[src/rtl/id_stage_pipelined.sv]
// Decode stage with ID/EX register, register file and load-use interlock; one cycle IF->EX.
// Backpressure: id_ready drops on a full stage while EX stalls, on a load-use hazard, or on flush.
module id_stage_pipelined #(
  parameter int XLEN      = 32,
  parameter int NUM_REGS  = 32,
  parameter int BYPASS_EN = 1,
  parameter int HAZARD_EN = 1
) (
  input  logic            clk,
  input  logic            rst_n,
  input  logic            if_valid,
  input  logic [XLEN-1:0] if_pc,
  input  logic [XLEN-1:0] if_pc_plus4,
  input  logic [31:0]     if_instruction,
  output logic            id_ready,
  input  logic            ex_ready,
  input  logic            flush,
  input  logic            wb_write_enable,
  input  logic [4:0]      wb_rd,
  input  logic [XLEN-1:0] wb_write_data,
  output logic            id_valid,
  output logic [XLEN-1:0] id_pc,
  output logic [XLEN-1:0] id_pc_plus4,
  output logic [XLEN-1:0] id_read_data1,
  output logic [XLEN-1:0] id_read_data2,
  output logic [XLEN-1:0] id_immediate,
  output logic [4:0]      id_rs1,
  output logic [4:0]      id_rs2,
  output logic [4:0]      id_rd,
  output logic [6:0]      id_opcode,
  output logic [2:0]      id_func3,
  output logic [6:0]      id_func7,
  output logic            id_illegal
);
  localparam int RW = $clog2(NUM_REGS);

  localparam logic [6:0] OPC_LUI    = 7'b0110111;
  localparam logic [6:0] OPC_AUIPC  = 7'b0010111;
  localparam logic [6:0] OPC_JAL    = 7'b1101111;
  localparam logic [6:0] OPC_JALR   = 7'b1100111;
  localparam logic [6:0] OPC_BRANCH = 7'b1100011;
  localparam logic [6:0] OPC_LOAD   = 7'b0000011;
  localparam logic [6:0] OPC_STORE  = 7'b0100011;
  localparam logic [6:0] OPC_OP_IMM = 7'b0010011;
  localparam logic [6:0] OPC_OP     = 7'b0110011;
  localparam logic [6:0] OPC_FENCE  = 7'b0001111;
  localparam logic [6:0] OPC_SYSTEM = 7'b1110011;

  logic [6:0] opcode;
  logic [4:0] rd;
  logic [4:0] rs1;
  logic [4:0] rs2;
  logic [2:0] func3;
  logic [6:0] func7;

  assign opcode = if_instruction[6:0];
  assign rd     = if_instruction[11:7];
  assign func3  = if_instruction[14:12];
  assign rs1    = if_instruction[19:15];
  assign rs2    = if_instruction[24:20];
  assign func7  = if_instruction[31:25];

  logic [NUM_REGS-1:0][XLEN-1:0] regs;
  logic [RW-1:0]   rs1_idx;
  logic [RW-1:0]   rs2_idx;
  logic [RW-1:0]   wr_idx;
  logic            wr_vld;
  logic            bypass1;
  logic            bypass2;
  logic [XLEN-1:0] rdata1;
  logic [XLEN-1:0] rdata2;

  // Index bits above RW alias onto the implemented registers, so entry 0 is x0 everywhere.
  assign rs1_idx = rs1[RW-1:0];
  assign rs2_idx = rs2[RW-1:0];
  assign wr_idx  = wb_rd[RW-1:0];
  assign wr_vld  = wb_write_enable && (wr_idx != '0);
  assign bypass1 = (BYPASS_EN != 0) && wr_vld && (wr_idx == rs1_idx);
  assign bypass2 = (BYPASS_EN != 0) && wr_vld && (wr_idx == rs2_idx);
  assign rdata1  = (rs1_idx == '0) ? '0 : (bypass1 ? wb_write_data : regs[rs1_idx]);
  assign rdata2  = (rs2_idx == '0) ? '0 : (bypass2 ? wb_write_data : regs[rs2_idx]);

  logic uses_rs1;
  logic uses_rs2;
  logic load_use;

  assign uses_rs1 = !((opcode == OPC_LUI) || (opcode == OPC_AUIPC) || (opcode == OPC_JAL));
  assign uses_rs2 = (opcode == OPC_OP) || (opcode == OPC_STORE) || (opcode == OPC_BRANCH);
  assign load_use = (HAZARD_EN != 0) && id_valid && (id_opcode == OPC_LOAD) && (id_rd != 5'd0) &&
                    ((uses_rs1 && (rs1 == id_rd)) || (uses_rs2 && (rs2 == id_rd)));

  assign id_ready = (!id_valid || ex_ready) && !load_use && !flush;

  logic [31:0] imm32;
  logic        illegal;

  always_comb begin
    imm32   = '0;
    illegal = 1'b0;
    case (opcode)
      OPC_LOAD, OPC_OP_IMM, OPC_JALR:
        imm32 = {{20{if_instruction[31]}}, if_instruction[31:20]};
      OPC_STORE:
        imm32 = {{20{if_instruction[31]}}, if_instruction[31:25], if_instruction[11:7]};
      OPC_BRANCH:
        imm32 = {{19{if_instruction[31]}}, if_instruction[31], if_instruction[7],
                 if_instruction[30:25], if_instruction[11:8], 1'b0};
      OPC_LUI, OPC_AUIPC:
        imm32 = {if_instruction[31:12], 12'b0};
      OPC_JAL:
        imm32 = {{11{if_instruction[31]}}, if_instruction[31], if_instruction[19:12],
                 if_instruction[20], if_instruction[30:21], 1'b0};
      OPC_OP, OPC_FENCE, OPC_SYSTEM:
        imm32 = '0;
      default:
        illegal = 1'b1;
    endcase
  end

  logic accept;
  logic hold;

  assign accept = if_valid && id_ready;
  assign hold   = id_valid && !ex_ready;

  always_ff @(posedge clk or negedge rst_n) begin
    if (!rst_n) begin
      regs <= '0;
    end else if (wr_vld) begin
      regs[wr_idx] <= wb_write_data;
    end
  end

  always_ff @(posedge clk or negedge rst_n) begin
    if (!rst_n) begin
      id_valid      <= 1'b0;
      id_pc         <= '0;
      id_pc_plus4   <= '0;
      id_read_data1 <= '0;
      id_read_data2 <= '0;
      id_immediate  <= '0;
      id_rs1        <= '0;
      id_rs2        <= '0;
      id_rd         <= '0;
      id_opcode     <= '0;
      id_func3      <= '0;
      id_func7      <= '0;
      id_illegal    <= 1'b0;
    end else begin
      if (flush) begin
        id_valid <= 1'b0;
      end else if (accept) begin
        id_valid <= 1'b1;
      end else if (ex_ready) begin
        id_valid <= 1'b0;
      end

      if (accept) begin
        id_pc         <= if_pc;
        id_pc_plus4   <= if_pc_plus4;
        id_read_data1 <= rdata1;
        id_read_data2 <= rdata2;
        id_immediate  <= XLEN'($signed(imm32));
        id_rs1        <= rs1;
        id_rs2        <= rs2;
        id_rd         <= rd;
        id_opcode     <= opcode;
        id_func3      <= func3;
        id_func7      <= func7;
        id_illegal    <= illegal;
      end else if (hold) begin
        // A held instruction keeps tracking WB so EX never consumes a stale operand.
        if (wr_vld && (wr_idx == id_rs1[RW-1:0])) id_read_data1 <= wb_write_data;
        if (wr_vld && (wr_idx == id_rs2[RW-1:0])) id_read_data2 <= wb_write_data;
      end
    end
  end
endmodule

[config.mk]
export PLATFORM = sky130hd
export DESIGN_NAME = id_stage_pipelined
export DESIGN_NICKNAME = d
export VERILOG_FILES = /design/src/rtl/id_stage_pipelined.sv
export SDC_FILE = /design/constraint.sdc
export NUM_CORES = 2
export LEC_CHECK = 0
export CAP_MARGIN = 10
export CORE_ASPECT_RATIO = 1.2
export CORE_MARGIN = 2
export CORE_UTILIZATION = 35
export DETAILED_ROUTE_END_ITERATION = 6
export PLACE_DENSITY_LB_ADDON = 0.12
export SLEW_MARGIN = 20
export SYNTH_ARGS = -nofsm -noshare
export SYNTH_HDL_FRONTEND = slang
export SYNTH_SLANG_ARGS = --single-unit
[constraint.sdc]
create_clock -name clk -period 4.1 [get_ports clk]
set_input_delay 1.23 -clock clk [delete_from_list [all_inputs] [get_ports clk]]
set_output_delay 1.23 -clock clk [all_outputs]
set_load 0.1 [all_outputs]
* After elaboration in Yosys (flattened, before gate mapping)
Cells that the tools add are included.
W data, S select, Z words.
** Storage, ports and cells
- Register bits after elaboration :: 1218
- Input port bits :: 139
- Output and inout bits :: 195
- Word-level logic and storage cells :: 128
** Cells by class
- Order comparisons :: 4
- Equality and inequality tests :: 18
- Muxes and demuxes :: 22
- Reduce and logical (&&, ||, !) cells :: 39
** Operators by type and width (number)
- $bwmux W1024 :: 1
- $mux W32 :: 13
- $bmux W32 S5 :: 2
- $demux W32 S5 :: 1
- $pmux W32 S5 :: 1
- $eq A5 B5 Y1 :: 6
- $eq A7 B7 Y1 const B :: 4
- $eq A7 B6 Y1 const B :: 3
- $lt A5 B6 Y1 const B :: 3
- $logic_and A1 B1 Y1 :: 15
- $eq A7 B2 Y1 const B :: 2
- $eq A7 B5 Y1 const B :: 2
- $reduce_or A11 Y1 :: 1
- $logic_not A5 Y1 :: 2
- $reduce_bool A5 Y1 :: 2
- $eq A7 B4 Y1 const B :: 1
- $logic_or A1 B1 Y1 :: 6
- $reduce_bool A2 Y1 :: 3
- $ge A5 B1 Y1 const B :: 1
- $logic_not A1 Y1 :: 5
- $mux W1 :: 4
- $reduce_and A2 Y1 :: 2
- $reduce_bool A3 Y1 :: 1
- $reduce_or A3 Y1 :: 1
- $reduce_or A2 Y1 :: 1

* Longest topological paths before layout
- Depth after elaboration :: 13
- Depth in mapped cells :: 10
- Gate-level depth less buffers :: 6

* Least setup slack after synthesis
Ideal clock, no wire load.
- Kind :: in2out
- Start :: input if_instruction[3]
- End :: output id_ready
- Arrival time :: 4.310 ns
- Required time :: 2.870 ns
- Slack :: -1.440 ns
- Cell stages on the path :: 5
- Buffers on the path :: 0
- Cells stage by stage :: or3b_1 a211oi_4 or4_4 nand2_1 nor3_1
** Between the ends
- Word-level cells in the longest chain between the ends :: 10
- Elaborated cells between the ends (all ways) :: 18
- Classes of those cells :: 6 x eq/ne; 12 x reduce/logical
** Ends and longest elaborated chain
- from (decl) :: line 14 : input logic [31:0] if_instruction,
- $eq A7 B6 Y1 or $eq A7 B5 Y1 (tied branches) :: line 87 : assign uses_rs1 = !((opcode == OPC_LUI) || (opcode == OPC_AUIPC) || (opcode == OPC_JAL));
- $logic_or A1 B1 Y1 (2 in series) :: line 87
- $logic_not A1 Y1 :: line 87
- $logic_and A1 B1 Y1 :: line 90 : ((uses_rs1 && (rs1 == id_rd)) || (uses_rs2 && (rs2 == id_rd)));
- $logic_or A1 B1 Y1 * :: line 90
- $logic_and A1 B1 Y1 * :: line 89 : assign load_use = (HAZARD_EN != 0) && id_valid && (id_opcode == OPC_LOAD) && (id_rd != 5'd0) &&
- $logic_not A1 Y1 * :: line 92 : assign id_ready = (!id_valid || ex_ready) && !load_use && !flush;
- $logic_and A1 B1 Y1 * (2 in series) :: line 92
- to (decl) :: line 15 : output logic id_ready,
Mark *: on every way between the ends. The rest lies on a longest branch, timed or not.

* Final worst setup path
- Start :: input if_instruction[6]
- End :: output id_ready
The elaborated chain is that of the path after synthesis.

==> flow_summary.json <==
{
  "status": "finished, final reports clean",
  "worstMarginPinSlew_ps": 1110,
  "cts-buffers-inserted": 138,
  "switching_share_pct": 32.5,
  "ys_warn_count": 0,
  "synthAdderAreaFrac_pct": 0,
  "die_y_um": 461,
  "synth.net_count": 5061,
  "synth_area_sq_um": 61000,
  "globalplace.congestion": 0.830,
  "r2r_end": "id_read_data2[3]",
  "synth_mux_area_share_pct": 28.8,
  "reg2reg_depth": 9,
  "pre_cts_ws_ps": -176,
  "track_usage_pct": 25.5,
  "p_int_mw": 25.6,
  "synthSimpleGateAreaFrac_pct": 7.73,
  "synth_flop_cell": "dfrtp_1",
  "initial_utilization_pct": 35.3,
  "die_w_um": 385,
  "ys_ff_latch": 1218,
  "whs_ps": 393,
  "startpoint_type": "input port",
  "power_density_nw_per_um2": 514,
  "ant_nets": 0,
  "h-tree-depth": 4,
  "path_class": "in -> out",
  "skew_ps": 25.8,
  "synthCells": 4922,
  "synth_area_per_cell_sq_um": 12.4,
  "clkLatencyLatePin_ps": 800,
  "synth_edf_count": 0,
  "synthDistinctLibCells": 49,
  "ys_seq_area_share_pct": 50.0,
  "grt-busiest-layer": "met2",
  "p_comb_share_pct": 24.9,
  "finalCritPeriodShare_pct": 98.3,
  "hold_depth": 0,
  "cts_tree": "built",
  "cts-root-buf": "clkbuf_16",
  "r2r_setup_slack_ps": 1220,
  "grt_use_met2_pct": 41.2,
  "coreArea_sq_um": 173000,
  "grt_max_degree": 94,
  "final_nets": 5353,
  "port_buffers": 333,
  "grt_use_met1_pct": 34.9,
  "wl_per_cell_um": 29.6,
  "antenna_found_initial": 10,
  "fin_ws_ps": 70.0,
  "grt_use_met3_pct": 4.57,
  "dieArea_sq_um": 178000,
  "synth_top_family_by_area": "multiplexers",
  "grt_pass1_vias": 45338,
  "sequentialPowerShare_pct": 41.7,
  "rows": 167,
  "setup_tns_ps": 0,
  "clockBufferDepth": 3,
  "hold_path_startpoint": "regs[13]",
  "ctsHoldBuffers": 0,
  "power_switching_mw": 12.3,
  "cp.required_ps": 2870,
  "cts.sinks": 1218,
  "dp_hpwl_um": 145000,
  "power.leakage_nw": 31.5,
  "syn2layout_area_growth_pct": 21.0,
  "synth-compound-area-share_pct": 9.44,
  "peakVddDrop_v": 0.000288,
  "setup_viol": 0,
  "period_minus_slack_ps": 4030,
  "r2r-start": "id_opcode[3]",
  "holdCritPathClass": "reg -> reg",
  "fillCellCount": 16210,
  "drc": 0,
  "drive_above_1_share_pct": 32.9,
  "finalPower_mw": 38.0,
  "finalHoldViolCount": 0,
  "maxSlewViolCount": 0,
  "wl_um": 225000,
  "fmax_mhz": 248,
  "relSlewSlack_pct": 26.3,
  "synthArstFlopShare_pct": 100,
  "clk_pin_slew_ps": 60,
  "holdPathEnd": "regs[13]",
  "io_pins": 334,
  "cp_max_fo": 4,
  "cp_data_arrival_time_ps": 2800,
  "vias_per_cell": 5.78,
  "drtIter0Drc": 3570,
  "endpoint_kind": "primary output",
  "grt-ovfl-total": 0,
  "maxCapViolCount": 0,
  "first_pass_iters": 7,
  "num_vias": 43989,
  "grt_pass1_wl_um": 328000,
  "synth_xor_area_share_pct": 0.431,
  "p_clk_share_pct": 33.5
}
[worst max-delay path, cell delays in order]
cell	delay (ps)
dlygate4sd2_1	290
or3b_4	410
a211oi_4	290
or4_4	190
nand2_4	50
nor3_4	140
buf_12	200
[layout make-up]
type                    count  area, sq um  share of cell area (%)
clock buffers             202         4120                    5.58
flip-flops and latches   1218        30500                    41.3
diodes                      5         12.5                  0.0170
well taps                2281         2850                    3.87
multi-input cells        3161        28700                    38.8
inverters                  34          128                   0.173
clock inverters            42          454                   0.615
repair buffers            661         7110                    9.64
[repair_timing]
action / in CTS / in global routing
gates resized for setup: 7 / 7
endpoints found under the setup margin: 1 / 1
pin swaps: 3 / 4
setup buffers: 1 / 1
[metrics by stage]
stage / cell area (sq um) / util (%) / std cells
6_report: 73800 / 42.7 / 7604
4_1_cts: 73800 / 42.7 / 7598
3_5_place_dp: 69200 / 40.0 / 7353
5_1_grt: 73800 / 42.7 / 7600
3_3_place_gp: 69200 / 40.0 / 7353
2_1_floorplan: 61000 / - / 4922
[routing by layer]
metal  up-vias  share of wire [%]
met5         -              0.027
li1      18855                  -
met2      1555                 47
met4        10                2.9
met3       325                6.8
met1     23244                 43
[layout by cell type (no fill, tap or decap), drive strengths merged, types with 10 or more instances in the layout]
cell type,n
xor2,10
a22oi,248
xnor2,20
clkinv,23
o311ai,62
nor2,40
mux2,527
o21ai,493
nand2,875
a21oi,148
nor2b,11
clkbuf,202
or4,71
dfrtp,1218
mux4,514
nand3,76
buf,423
clkdlybuf4s50,229
inv,41
[cells in the mapped netlist (34+ instances only)]
library cell	instances	share of area (%)
or4_1	70	0.86
clkbuf_1	383	2.4
o311ai_0	51	0.73
a22oi_1	248	3.1
nand3_1	75	0.62
mux4_2	514	19
nor2_1	40	0.25
inv_1	34	0.21
mux2_2	527	9.7
buf_2	102	0.84
nand2_1	875	5.4
o21ai_0	493	4.0
a21oi_1	148	1.2
dfrtp_1	1218	50
[how the worst max path moves through the flow]
stage	endpoint	slack, ps	start	cells past startpoint
CTS	id_ready	10	if_instruction[0]	7
finish	id_ready	70	if_instruction[6]	7
detailed placement	id_ready	-180	if_instruction[6]	7
global route	id_ready	-0.9	if_instruction[6]	8
global placement	id_ready	-210	if_instruction[4]	8
floorplan	id_ready	-160	if_instruction[3]	5
[registers in the layout, indices dropped and copies added, names as in the netlist]
name           cells
regs            1024
id_pc_plus4       32
id_func7           7
id_read_data2     32
id_valid           1
id_rd              5
id_read_data1     32
id_immediate      32
id_func3           3
id_opcode          7
id_rs2             5
id_rs1             5
id_pc             32
id_illegal         1
[cells by family after synthesis]
family,count (synthesis)
flip-flops,1218
multiplexers,1049
XOR/XNOR,30
buffers and inverters,543
AO/OA/AOI/OAI,968
AND/OR/NAND/NOR,1114
[power groups by stage]
stage | Combinational (mW) | Clock, mW | Sequential (mW)
detailed placement | 9.49 | 0 | 16.0
floorplan | 4.54 | 0 | 17.6
CTS | 9.51 | 13.0 | 15.8
finish | 9.44 | 12.7 | 15.8
global placement | 9.40 | 0 | 15.9
global route | 10.1 | 13.5 | 16.1
No activity file was read; power rests on OpenSTA's default activity.
